$ cat src/rtl/s_to_p_gearbox.sv
// Serial-to-parallel gearbox: packs IN_W-bit beats into OUT_BEATS-beat words,
// with valid/ready on both sides, selectable slot order and partial-word flush.
module s_to_p_gearbox #(
    parameter int IN_W      = 1,
    parameter int OUT_BEATS = 6,
    parameter int MSB_FIRST = 0,
    localparam int OUT_W    = IN_W * OUT_BEATS,
    localparam int CW       = $clog2(OUT_BEATS + 1)
) (
    input  logic             clk,
    input  logic             rst_n,
    input  logic             valid_a,
    input  logic [IN_W-1:0]  data_a,
    output logic             ready_a,
    input  logic             flush,
    output logic             valid_b,
    input  logic             ready_b,
    output logic [OUT_W-1:0] data_b,
    output logic [CW-1:0]    cnt_b
);

    localparam logic [CW-1:0] LAST = CW'(OUT_BEATS - 1);
    localparam logic [CW-1:0] FULL = CW'(OUT_BEATS);
    localparam logic [CW-1:0] ZERO = '0;

    typedef enum logic [1:0] {
        INIT,
        IDLE,
        FILL,
        PEND
    } state_t;

    state_t state, state_nx;

    logic [CW-1:0]    beat_cnt, cnt_w, cnt_nx;
    logic [CW-1:0]    slot;
    logic [OUT_W-1:0] acc, acc_w, acc_nx;
    logic             out_free;
    logic             take;
    logic             load;
    logic [OUT_W-1:0] load_data;
    logic [CW-1:0]    load_cnt;

    assign out_free = !valid_b || ready_b;
    assign ready_a  = (state != INIT) && (state != PEND)
                   && (beat_cnt != LAST || out_free);
    assign take     = valid_a && ready_a;
    assign slot     = (MSB_FIRST != 0) ? (LAST - beat_cnt) : beat_cnt;
    assign cnt_w    = beat_cnt + {{(CW-1){1'b0}}, take};

    // Accumulator view including the beat taken this cycle.
    always_comb begin
        acc_w = acc;
        if (take) begin
            acc_w[slot*IN_W +: IN_W] = data_a;
        end
    end

    always_comb begin
        state_nx  = state;
        cnt_nx    = cnt_w;
        acc_nx    = acc_w;
        load      = 1'b0;
        load_data = acc_w;
        load_cnt  = cnt_w;
        unique case (state)
            INIT: begin
                state_nx = IDLE;
                cnt_nx   = ZERO;
                acc_nx   = '0;
            end
            PEND: begin
                // No beats are taken here, so acc/beat_cnt are the flushed word.
                if (out_free) begin
                    load      = 1'b1;
                    load_data = acc;
                    load_cnt  = beat_cnt;
                    cnt_nx    = ZERO;
                    acc_nx    = '0;
                    state_nx  = IDLE;
                end
            end
            IDLE, FILL: begin
                if (cnt_w == FULL) begin
                    load     = 1'b1;
                    cnt_nx   = ZERO;
                    acc_nx   = '0;
                    state_nx = IDLE;
                end else if (flush && cnt_w != ZERO) begin
                    if (out_free) begin
                        load     = 1'b1;
                        cnt_nx   = ZERO;
                        acc_nx   = '0;
                        state_nx = IDLE;
                    end else begin
                        state_nx = PEND;
                    end
                end else begin
                    state_nx = (cnt_w == ZERO) ? IDLE : FILL;
                end
            end
            default: state_nx = INIT;
        endcase
    end

    always_ff @(posedge clk or negedge rst_n) begin
        if (!rst_n) begin
            state    <= INIT;
            beat_cnt <= ZERO;
            acc      <= '0;
            valid_b  <= 1'b0;
            data_b   <= '0;
            cnt_b    <= ZERO;
        end else begin
            state    <= state_nx;
            beat_cnt <= cnt_nx;
            acc      <= acc_nx;
            if (load) begin
                valid_b <= 1'b1;
                data_b  <= load_data;
                cnt_b   <= load_cnt;
            end else if (ready_b) begin
                valid_b <= 1'b0;
            end
        end
    end

endmodule
$ cat config.mk
export PLATFORM = sky130hd
export DESIGN_NAME = s_to_p_gearbox
export DESIGN_NICKNAME = d
export VERILOG_FILES = /design/src/rtl/s_to_p_gearbox.sv
export SDC_FILE = /design/constraint.sdc
export NUM_CORES = 1
export LEC_CHECK = 0
export BUFFER_PORTS_ARGS = -buffer_cell sky130_fd_sc_hd__buf_2
export CAP_MARGIN = 20
export CORE_MARGIN = 3
export CORE_UTILIZATION = 40
export DETAILED_ROUTE_END_ITERATION = 10
export PLACE_DENSITY = 0.57
export SETUP_SLACK_MARGIN = 0.4
export SLEW_MARGIN = 20
export SYNTH_ARGS = -nofsm -noshare
export SYNTH_HDL_FRONTEND = slang
export SYNTH_SLANG_ARGS = --single-unit
export TNS_END_PERCENT = 1
$ cat constraint.sdc
create_clock -name clk -period 4.2 [get_ports clk]
set_input_delay 0.42 -clock clk [delete_from_list [all_inputs] [get_ports clk]]
set_output_delay 0.42 -clock clk [all_outputs]
set_load 0.01 [all_outputs]
==> flow_metrics.tcl <==
set metrics [dict create \
    status "complete, no violations" \
    via_per_inst 5.12 \
    synth_seq_cells 21 \
    max_slew_margin 0.449 \
    wl_mm 2.50 \
    powerDensity_nw_per_um2 680 \
    synth_top_area_cell "dfrtp_1" \
    max-vdd-ir-drop_uv 306 \
    area_growth_pct 10.9 \
    crit_type "reg -> reg" \
    synthFlopType "dfrtp_1" \
    drtPass1Iterations 4 \
    cts_hold_buf 0 \
    clk_latency_ns 0.30 \
    synthCells 129 \
    layout.cells.non_filler 188 \
    port_buffers 16 \
    dp_hpwl_mm 1.85 \
    core-area_sq_um 2900 \
    post_cts_resized 0 \
    clockBufferDepth 2 \
    numCtsBuffers 3 \
    grt_pass1_wl_mm 4.45 \
    cts_tree "built" \
    synthTopCellsByArea "dfrtp_1 41%, mux2i_1 11%, ha_1 8.9%" \
    synth_fp_nets 144 \
    gp_congestion 0.765 \
    met2_usage 0.233 \
    drtIter0Drc 27 \
    rr_startpoint "beat_cnt[0]" \
    critPathMaxFanout 19 \
    cap_violations 0 \
    drc 0 \
    row_count 19 \
    cp-endpoint "data_b[1]" \
    fmax_ghz 0.324 \
    grt_busiest_layer "met2" \
    crit_slowest_cell "a311oi_4" \
    floorplan.initialDensity 0.438 \
    maxSlewViolCount 0 \
    grt_overflow 0 \
    final-hold-violation-count 0 \
    rsz0062_at_grt "no" \
    grt_pass1_vias 969 \
    fin_nets 162 \
    grt_max_degree 22 \
    r2r_end "data_b[1]" \
    period_needed_ns 3.09 \
    finClkSkew_ns 0.00235 \
    met3_usage 0.0288 \
    avgSynthCellArea_sq_um 9.85 \
    clock-sinks 21 \
    dieWidth_um 62.4 \
    cts_setup_buffers 0 \
    crit_path_frequent_cell "ha_1" \
    crit_required_ns 4.44 \
    die_area_sq_um 3890 \
    num_io_pins 17 \
    cpPeakStageDelay_ns 0.72 \
    startpoint_type "register" \
    h-tree-depth 1 \
    cts_root_buffer "clkbuf_4" \
    synthArstFlopShare 1.00 \
    use_met1 0.188 \
    tightestPinTransition_ns 0.827 \
    reg2regPathDepth 10 \
    grtUsageTotal 0.141 \
    synth-seq-area-share 0.413 \
    n_antenna_cell 0 \
    worst_setup_path_end_kind "register" \
    die_y_um 62.4 \
    drive_above_1_share 0.192 \
    synth_cell_types 33 \
    fin_crit_sh 0.735 \
    leakage_uw 0.000715 \
    dp_cells 184 \
    antenna_found_initial 0 \
    netlist_area_sq_um 1270 \
    path_cells "ha_1, nand4b_1, nor2b_1, ha_1, ha_1, xor2_2, nand3_1, a311oi_4, nor2_1, a21oi_1" \
    setup_tns_ns 0 \
    synthDominantCellAreaShare 0.413 \
    ant_nets 0 \
    cp_data_arrival_time_ns 3.32 \
    hp-class "in -> async" \
    vias 962 \
    setup_violations 0 \
    synth-warning-count 0 \
    routedWlPerCell_um 13.3 \
    crit_start "beat_cnt[0]" \
    clkTransAtPathRegs_ns 0.11 \
    reg2reg_slack_ns 1.11 \
    synth_edf_count 0 \
]
[sequential cells by signal, summed over array words and instances, names as in the netlist]
signal,cells
acc,6
cnt_b,3
valid_b,1
state,2
beat_cnt,3
data_b,6
[placed cells by master, fill, tap and decap left out, types with 2 or more instances in the layout]
cell type / netlist / final
nand3b_1: 2 / 2
nand3_1: 7 / 7
nand4b_1: 2 / 2
a21oi_1: 11 / 11
buf_2: 1 / 16
nand4_1: 4 / 4
mux2i_1: 14 / 14
dfrtp_1: 21 / 21
nor3_1: 2 / 2
clkbuf_4: 0 / 3
nor2b_1: 3 / 3
nand2_1: 6 / 6
nor2_1: 20 / 20
ha_1: 9 / 9
inv_1: 7 / 7
and3_1: 2 / 2
[cells by family after synthesis]
kind of cell,synth area share
buffers and inverters,0.0394
AOI/OAI and AO/OA,0.0866
muxes,0.119
xor gates and xnor gates,0.0197
adders and majority gates,0.0886
DFF,0.413
and+or+nand+nor,0.233
[Yosys cell counts (2+ instances only)]
cell / number
nor2_1: 20
nand3b_1: 2
dfrtp_1: 21
ha_1: 9
inv_1: 7
nor2b_1: 3
nand4_1: 4
nand2_1: 6
nor3_1: 2
nand4b_1: 2
a21oi_1: 11
nand3_1: 7
mux2i_1: 14
and3_1: 2
[worst max-delay path: cells and delay by family, from the launching register on]
family / cells / cell delay [ns]
AO/OA/AOI/OAI: 2 / 0.87
flip-flops: 1 / 0.56
adder cells (fa/ha/maj): 3 / 0.71
AND/OR/NAND/NOR: 4 / 0.65
XOR/XNOR: 1 / 0.23
[layout make-up]
class                   instances  area (sq um)
flip-flops and latches         21           526
inverters                       8          30.0
well taps                      42          52.6
fillers                       308          1490
clock buffers                   4          26.3
multi-input cells              97           696
repair buffers                 16          80.1
[report_power, final]
| group | internal (uW) | total, uW | leakage, uW | switching (uW) |
|---|---|---|---|---|
| Combinational | 212 | 538 | 0.000433 | 326 |
| Sequential | 272 | 323 | 0.000267 | 50.1 |
| Clock | 37.1 | 98.4 | 0.0000150 | 61.3 |
| Total | 522 | 959 | 0.000715 | 437 |
[layer usage]
metal,vias up,share of wire
met3,3,0.041
li1,483,-
met5,-,0
met2,20,0.46
met4,0,0.011
met1,456,0.49
[through the flow]
step           total power, uW  worst slack (ns)   util  instance area (sq um)  hold slack, ns
2_1_floorplan              730              1.68      -                   1270           0.124
3_3_place_gp               853              1.26  0.477                   1380           0.400
3_5_place_dp               866              1.12  0.477                   1380           0.407
4_1_cts                    969              1.07  0.486                   1410          0.0593
5_1_grt                   1060             0.771  0.486                   1410          0.0655
6_report                   959              1.11  0.486                   1410          0.0480
[how the worst min path moves through the flow]
| stage | startpoint | slack [ns] | cells after the start | to |
|---|---|---|---|---|
| 2_1_floorplan | rst_n | 0.12 | 0 | acc[0] |
| 3_3_place_gp | rst_n | 0.40 | 1 | state[0] |
| 3_5_place_dp | rst_n | 0.41 | 1 | state[1] |
| 4_1_cts | rst_n | 0.06 | 1 | valid_b |
| 5_1_grt | rst_n | 0.07 | 1 | acc[0] |
| 6_report | rst_n | 0.05 | 1 | state[1] |
Note: power is estimated with default switching activity, not from simulation.
